--- config.mk ---
export PLATFORM = sky130hd
export DESIGN_NAME = regfile_scoreboard_flat
export DESIGN_NICKNAME = d
export VERILOG_FILES = /design/src/rtl/regfile_scoreboard_if.sv /design/src/rtl/regfile_scoreboard.sv /design/src/flat_wrapper.sv
export SDC_FILE = /design/constraint.sdc
export NUM_CORES = 2
export LEC_CHECK = 0
export ABC_AREA = 1
export ABC_CLOCK_PERIOD_IN_PS = 94100
export CORE_ASPECT_RATIO = 1.2
export CORE_MARGIN = 2
export CORE_UTILIZATION = 50
export CTS_BUF_LIST = sky130_fd_sc_hd__clkbuf_8
export DETAILED_ROUTE_END_ITERATION = 6
export GPL_ROUTABILITY_DRIVEN = 0
export HOLD_SLACK_MARGIN = 0.08
export PLACE_DENSITY_LB_ADDON = 0.08
export SYNTH_ARGS = -nofsm -noshare
export SYNTH_HDL_FRONTEND = slang
export SYNTH_SLANG_ARGS = --single-unit
--- constraint.sdc ---
create_clock -name clock -period 94.1 [get_ports clock]
set_clock_uncertainty 0.1 [all_clocks]
set_input_delay 28.23 -clock clock [delete_from_list [all_inputs] [get_ports clock]]
set_output_delay 28.23 -clock clock [all_outputs]
set_load 0.01 [all_outputs]
--- src/rtl/regfile_scoreboard_if.sv ---
// Register-file/scoreboard bus: two read ports, one issue port and one writeback port.
// The master drives addresses and strobes; the slave (register file) returns data and busy flags.
interface regfile_scoreboard_if #(
  parameter int unsigned DATA_W = 32,
  parameter int unsigned ADDR_W = 5
);
  logic [ADDR_W-1:0] rd_addr_s1;
  logic [ADDR_W-1:0] rd_addr_s2;
  logic [DATA_W-1:0] rd_data_s1;
  logic [DATA_W-1:0] rd_data_s2;
  logic              busy_s1;
  logic              busy_s2;
  logic              iss_en;
  logic [ADDR_W-1:0] iss_addr_d;
  logic              w_en;
  logic [ADDR_W-1:0] w_addr_d;
  logic [DATA_W-1:0] w_data_d;
  logic              wb_err;

  modport master (
    output rd_addr_s1, rd_addr_s2, iss_en, iss_addr_d, w_en, w_addr_d, w_data_d,
    input  rd_data_s1, rd_data_s2, busy_s1, busy_s2, wb_err
  );

  modport slave (
    input  rd_addr_s1, rd_addr_s2, iss_en, iss_addr_d, w_en, w_addr_d, w_data_d,
    output rd_data_s1, rd_data_s2, busy_s1, busy_s2, wb_err
  );
endinterface

--- src/rtl/regfile_scoreboard.sv ---
// Register file with per-register pending (scoreboard) bits and a sticky bad-writeback flag.
// Define REGFILE_BYPASS_EN to forward same-cycle writeback data/busy onto the read ports.
module regfile_scoreboard #(
  parameter int unsigned       DATA_W  = 32,
  parameter int unsigned       ADDR_W  = 5,
  parameter int unsigned       SP_IDX  = 29,
  parameter logic [DATA_W-1:0] SP_INIT = DATA_W'(32'h80028000)
) (
  input logic                  clock,
  input logic                  reset,
  regfile_scoreboard_if.slave  bus_io
);

  localparam int unsigned Depth = 1 << ADDR_W;

  logic [DATA_W-1:0] mem_q [Depth];
  logic [DATA_W-1:0] mem_d [Depth];
  logic [Depth-1:0]  pend_q, pend_d;
  logic              wb_err_q, wb_err_d;

  logic              wr_ok, iss_ok;

  assign wr_ok  = bus_io.w_en   && (bus_io.w_addr_d   != '0);
  assign iss_ok = bus_io.iss_en && (bus_io.iss_addr_d != '0);

  always_comb begin
    mem_d    = mem_q;
    pend_d   = pend_q;
    wb_err_d = wb_err_q;
    if (wr_ok) begin
      mem_d[bus_io.w_addr_d]  = bus_io.w_data_d;
      pend_d[bus_io.w_addr_d] = 1'b0;
      if (!pend_q[bus_io.w_addr_d]) begin
        wb_err_d = 1'b1;
      end
    end
    // Issue applied after writeback so a same-address collision leaves the bit set.
    if (iss_ok) begin
      pend_d[bus_io.iss_addr_d] = 1'b1;
    end
  end

  always_ff @(posedge clock or posedge reset) begin
    if (reset) begin
      for (int unsigned k = 0; k < Depth; k++) begin
        mem_q[k] <= (k == SP_IDX) ? SP_INIT : DATA_W'(k);
      end
      pend_q   <= '0;
      wb_err_q <= 1'b0;
    end else begin
      mem_q    <= mem_d;
      pend_q   <= pend_d;
      wb_err_q <= wb_err_d;
    end
  end

  logic [ADDR_W-1:0] rd_addr [2];
  logic [DATA_W-1:0] rd_data [2];
  logic              rd_busy [2];

  assign rd_addr[0] = bus_io.rd_addr_s1;
  assign rd_addr[1] = bus_io.rd_addr_s2;

  always_comb begin
    for (int i = 0; i < 2; i++) begin
      rd_data[i] = mem_q[rd_addr[i]];
      rd_busy[i] = pend_q[rd_addr[i]];
`ifdef REGFILE_BYPASS_EN
      if (!reset && wr_ok && (bus_io.w_addr_d == rd_addr[i])) begin
        rd_data[i] = bus_io.w_data_d;
        rd_busy[i] = iss_ok && (bus_io.iss_addr_d == rd_addr[i]);
      end
`endif
      if (rd_addr[i] == '0) begin
        rd_data[i] = '0;
        rd_busy[i] = 1'b0;
      end
    end
  end

  assign bus_io.rd_data_s1 = rd_data[0];
  assign bus_io.rd_data_s2 = rd_data[1];
  assign bus_io.busy_s1    = rd_busy[0];
  assign bus_io.busy_s2    = rd_busy[1];
  assign bus_io.wb_err     = wb_err_q;

endmodule

--- src/flat_wrapper.sv ---
// flat-port wrapper written by rule: the top's interface ports become plain ports
module regfile_scoreboard_flat 
#(
  parameter int unsigned       DATA_W  = 32,
  parameter int unsigned       ADDR_W  = 5,
  parameter int unsigned       SP_IDX  = 29,
  parameter logic [DATA_W-1:0] SP_INIT = DATA_W'(32'h80028000)
)
  (clock, reset, bus_io_rd_addr_s1, bus_io_rd_addr_s2, bus_io_iss_en, bus_io_iss_addr_d, bus_io_w_en, bus_io_w_addr_d, bus_io_w_data_d, bus_io_rd_data_s1, bus_io_rd_data_s2, bus_io_busy_s1, bus_io_busy_s2, bus_io_wb_err);
  regfile_scoreboard_if #(.DATA_W(DATA_W), .ADDR_W(ADDR_W)) bus_io_i ();
  input logic clock;
  input logic reset;
  input wire logic [$bits(bus_io_i.rd_addr_s1)-1:0] bus_io_rd_addr_s1;
  input wire logic [$bits(bus_io_i.rd_addr_s2)-1:0] bus_io_rd_addr_s2;
  input wire logic [$bits(bus_io_i.iss_en)-1:0] bus_io_iss_en;
  input wire logic [$bits(bus_io_i.iss_addr_d)-1:0] bus_io_iss_addr_d;
  input wire logic [$bits(bus_io_i.w_en)-1:0] bus_io_w_en;
  input wire logic [$bits(bus_io_i.w_addr_d)-1:0] bus_io_w_addr_d;
  input wire logic [$bits(bus_io_i.w_data_d)-1:0] bus_io_w_data_d;
  output wire logic [$bits(bus_io_i.rd_data_s1)-1:0] bus_io_rd_data_s1;
  output wire logic [$bits(bus_io_i.rd_data_s2)-1:0] bus_io_rd_data_s2;
  output wire logic [$bits(bus_io_i.busy_s1)-1:0] bus_io_busy_s1;
  output wire logic [$bits(bus_io_i.busy_s2)-1:0] bus_io_busy_s2;
  output wire logic [$bits(bus_io_i.wb_err)-1:0] bus_io_wb_err;
  assign bus_io_i.rd_addr_s1 = bus_io_rd_addr_s1;
  assign bus_io_i.rd_addr_s2 = bus_io_rd_addr_s2;
  assign bus_io_i.iss_en = bus_io_iss_en;
  assign bus_io_i.iss_addr_d = bus_io_iss_addr_d;
  assign bus_io_i.w_en = bus_io_w_en;
  assign bus_io_i.w_addr_d = bus_io_w_addr_d;
  assign bus_io_i.w_data_d = bus_io_w_data_d;
  assign bus_io_rd_data_s1 = bus_io_i.rd_data_s1;
  assign bus_io_rd_data_s2 = bus_io_i.rd_data_s2;
  assign bus_io_busy_s1 = bus_io_i.busy_s1;
  assign bus_io_busy_s2 = bus_io_i.busy_s2;
  assign bus_io_wb_err = bus_io_i.wb_err;
  regfile_scoreboard #(.DATA_W(DATA_W), .ADDR_W(ADDR_W), .SP_IDX(SP_IDX), .SP_INIT(SP_INIT)) u_core (.clock(clock), .reset(reset), .bus_io(bus_io_i));
endmodule
==> results.md <==
* Initial cell density of the core at 50.4%
* Via count of the first global-routing pass at 56,600
* Switching portion of total power at 33.9%
* Die extent in x at 318 um
* Static leakage at 0.0301 uW
* Num CTS Buffers at 180
* Clk buf depth at 3
* Fraction of final layout cells with drive strength greater than 1 at 6.05%
* Routed length per placed instance at 23.0 um
* Headroom to the max-slew limit at 19.2%
* Reg2reg start: u_core.pend_q[16]
* Post-layout min period at 61.79 ns
* Register area share after synthesis at 44.8%
* Total negative setup slack at 0 ns
* Reg-to-reg critical path endpoint: u_core.bus_io.wb_err
* Number of setup buffers added after CTS at 0
* Skew-Pair Late Insertion Delay at 0.92 ns
* Area growth from synthesis to final layout at 7.58%
* RSZ-0062 raised after global routing: no
* Antenna violation net count after detailed routing at 0
* Number of buffer and inverter stages on the critical path at 6
* Number of top-level pins at 123
* Critical path class: input pin to output pin
* Die extent in y at 381 um
* Number of buffers inserted by port buffering at 122
* Cell class contributing the biggest share of worst-path delay: buffers and inverters
* Register-to-Register Setup Slack at 92.54 ns
* Post-Route Utilization at 54.2%
* Number of library cell types mapped by synthesis at 26
* Count of flip-flops with a built-in enable after synthesis at 0
* Capturing element type of the critical path: output pin
* Largest voltage drop on the vdd net at 0.0161 mV
* Cell count of the worst reg-to-reg path at 7
* Maximum single-stage delay on the critical path at 1.00 ns
* Slowest-stage cell, CP: sky130_fd_sc_hd__buf_4
* Sinks on the clock net at 1,057
* Main combinational cell family by area after synthesis: simple AND/OR/NAND/NOR gates
* Category of the worst setup path launch point: input pin
* Post-DP HPWL at 120,000 um
* Reg power frac at 46.6%
* Endpoint of the worst hold-timing path: u_core.mem_q[1006]
* Clock share of power at 32.1%
* Result of the run: finished, violations left
* Synthesized-area fraction occupied by ao, oa, aoi and oai cells at 10.7%
* Worst-path clk slew at 0.07 ns
* Post-Synthesis Cells at 8,721
* Share of the synthesized area in the top cell type at 41.3%
* Combined global-route utilization of all metal layers at 37.6%
* Vias post-DR at 60,300
* Ordered list of cells on the worst path: buf_8, inv_8, buf_12, buf_4, buf_4, nand2_1, nand3_1, nand3_1, nand2_1, nand2_1, nand3_1, nand2_1, nor2_1, clkdlybuf4s50_1
* Total of hold buffers inserted after clock tree synthesis at 0
* Biggest area consumer among synthesized cells: sky130_fd_sc_hd__dfrtp_1
* Final setup viols at 0
* Initial antenna violation count at 11
* Share of power burned in combinational logic at 21.2%
* Cell internal pwr at 888 uW
* Share of synthesized cell area in and, or, nand and nor gates at 37.9%
* Worst min path class: register to register
* Leading register cell type out of synthesis: sky130_fd_sc_hd__dfrtp_1
* Number of nets in the layout at 8,395
* Number of placement rows at 138
* Number of cells upsized or downsized after cts at 0
* Area of the core at 118,000 sq um
* Pwr/cell area at 21.0 nW/um^2
* Startpoint of the tightest hold check path: u_core.mem_q[1006]
* Net Switching at 455 uW
* Timing-limited maximum frequency at 16.2 MHz
* Cell with the most instances on the worst path: sky130_fd_sc_hd__nand2_1
* Async set-or-reset flop fraction in the synthesized netlist at 100%
* Root Buffer: sky130_fd_sc_hd__clkbuf_8
* Adder and majority gate portion of the synthesized area at 0%
* Detailed Route Iter0 Violations at 7,920
* First-pass GRT wire length at 350,000 um
* Number of cells traversed by the worst hold path at 0
* Critical path data required time at 65.77 ns
* Die area at 121,000 sq um
* Worst EP arrival at 33.46 ns
* Routed wire length at 231,000 um
* Critical Path Fanout Max at 164
* Commonest cells post-synth: sky130_fd_sc_hd__nand2_1 (3,349), sky130_fd_sc_hd__nand3_1 (1,429), sky130_fd_sc_hd__dfrtp_1 (978), sky130_fd_sc_hd__nor2_1 (670), sky130_fd_sc_hd__o21ai_0 (619)
* Net count of the mapped netlist at 8,777
* Maximum number of pins on one net before global-route repair at 202
* Least-Margin Pin Slew at 1.21 ns
* Vias per cell at 6.02
* Number of failing hold endpoints at the final stage at 0
* Count of yosys warnings during synthesis at 0
* Number of max-capacitance violations reported at 0
* Ratio of final minimum period to clock period at 65.7%
* Post-synthesis share of cell area spent on xor and xnor gates at 0%
* Proportion of synthesized area in mux cells at 0%
* Critical path depth in cells at 14
* Pre-antenna DRT Iters at 7
* Netlist Area Pre-Place at 59,300 sq um
* Per-instance average area after synthesis at 6.80 sq um
* Total DRC errors in the routed layout at 7
* Yosys reg bits at 1,057
* Most instantiated library cell after synthesis: sky130_fd_sc_hd__nand2_1
* H-Tree Level Count at 4
* Violations in the final reports: DRC
* Count of final max-slew check failures at 0
* Largest cells by area after synthesis: sky130_fd_sc_hd__dfrtp_1 (41%), sky130_fd_sc_hd__nand2_1 (21%), sky130_fd_sc_hd__nand3_1 (12%), sky130_fd_sc_hd__o21ai_0 (5.2%), sky130_fd_sc_hd__nor2_1 (4.2%)
* Final global-route overflow total at 0
* CTS tree: yes
## worst max path at each step
stage	startpoint	end
final	bus_io_rd_addr_s1[0]	bus_io_rd_data_s1[15]
after global routing	bus_io_rd_addr_s1[0]	bus_io_rd_data_s1[15]
after CTS	bus_io_rd_addr_s1[0]	bus_io_rd_data_s1[15]
after detailed placement	bus_io_rd_addr_s1[0]	bus_io_rd_data_s1[15]
after global placement	bus_io_rd_addr_s1[0]	bus_io_rd_data_s1[15]
after floorplan	reset	u_core.bus_io.wb_err
## power groups by stage
stage	Sequential (uW)	Combinational [uW]	Clock (uW)
2_1_floorplan	614	213	0
3_3_place_gp	628	275	0
3_5_place_dp	630	282	0
4_1_cts	623	282	435
5_1_grt	638	326	454
6_report	626	285	432
## worst register-to-register path, stage by stage (launching register included)
cell and delay [ns]:
sky130_fd_sc_hd__dfrtp_1 0.42, sky130_fd_sc_hd__nand2_1 0.08, sky130_fd_sc_hd__o21ai_0 0.10, sky130_fd_sc_hd__o21ai_0 0.42, sky130_fd_sc_hd__nand2_1 0.10, sky130_fd_sc_hd__nor2_1 0.11, sky130_fd_sc_hd__nand2_1 0.10, sky130_fd_sc_hd__nand2_1 0.08
## placed cells by master, fill, tap and decap left out, types with 5 or more instances in the layout
cell type                            n
sky130_fd_sc_hd__a21oi_1           472
sky130_fd_sc_hd__buf_12              7
sky130_fd_sc_hd__buf_4              88
sky130_fd_sc_hd__clkbuf_8          238
sky130_fd_sc_hd__clkdlybuf4s50_1   112
sky130_fd_sc_hd__clkinv_2           16
sky130_fd_sc_hd__clkinvlp_4          8
sky130_fd_sc_hd__dfrtp_1           978
sky130_fd_sc_hd__dfstp_2            79
sky130_fd_sc_hd__inv_1             200
sky130_fd_sc_hd__inv_2              24
sky130_fd_sc_hd__inv_6               5
sky130_fd_sc_hd__inv_8               5
sky130_fd_sc_hd__nand2_1          3344
sky130_fd_sc_hd__nand2_4             6
sky130_fd_sc_hd__nand3_1          1427
sky130_fd_sc_hd__nor2_1            666
sky130_fd_sc_hd__nor2_4             14
sky130_fd_sc_hd__nor3_1              5
sky130_fd_sc_hd__nor3_2              5
sky130_fd_sc_hd__o211ai_1           55
sky130_fd_sc_hd__o21ai_0           619
sky130_fd_sc_hd__o21ai_1            76
sky130_fd_sc_hd__o22ai_1             8
## cell families (layout without fill, tap and decap cells)
kind of cell	after synthesis	in the layout
AND/OR/NAND/NOR	5477	5477
flip-flops	1057	1057
buffers and inverters	954	716
other	0	4
AO/OA/AOI/OAI	1233	1233
## final cells by class
class                   instances  area, sq um
well taps                    1540         1930
clock buffers                 238         3280
multi-input cells            6710        28900
diodes                          4         10.0
inverters                     175          709
fillers                     11700        53900
clock inverters                88          422
flip-flops and latches       1057        26500
repair buffers                215         2010
## per-layer routing
layer  global-route usage (%)  up-vias  part of all wire (%)
met5                        0        -                0.0095
met1                     50.4    28700                    40
li1                         -    27500                     -
met2                     59.3     3476                    45
met4                     17.1        4                   4.7
met3                     7.05      668                    10
## per-stage QoR
step	hold slack, ns	power [uW]	std cells	setup slack, ns	instance area (sq um)
global placement	0.287	903	9697	32.41	60100
global route	0.314	1420	10000	31.97	63800
detailed placement	0.290	911	9697	32.40	60100
floorplan	0.351	827	8721	36.15	59300
finish	0.305	1340	10000	32.31	63800
CTS	0.304	1340	10000	32.37	63800
## state kept, by name (all words and copies together), names as in the netlist
signal / count
u_core.bus_io.wb_err: 1
u_core.mem_q: 1024
u_core.pend_q: 32
(Power assumes the default switching activity.)
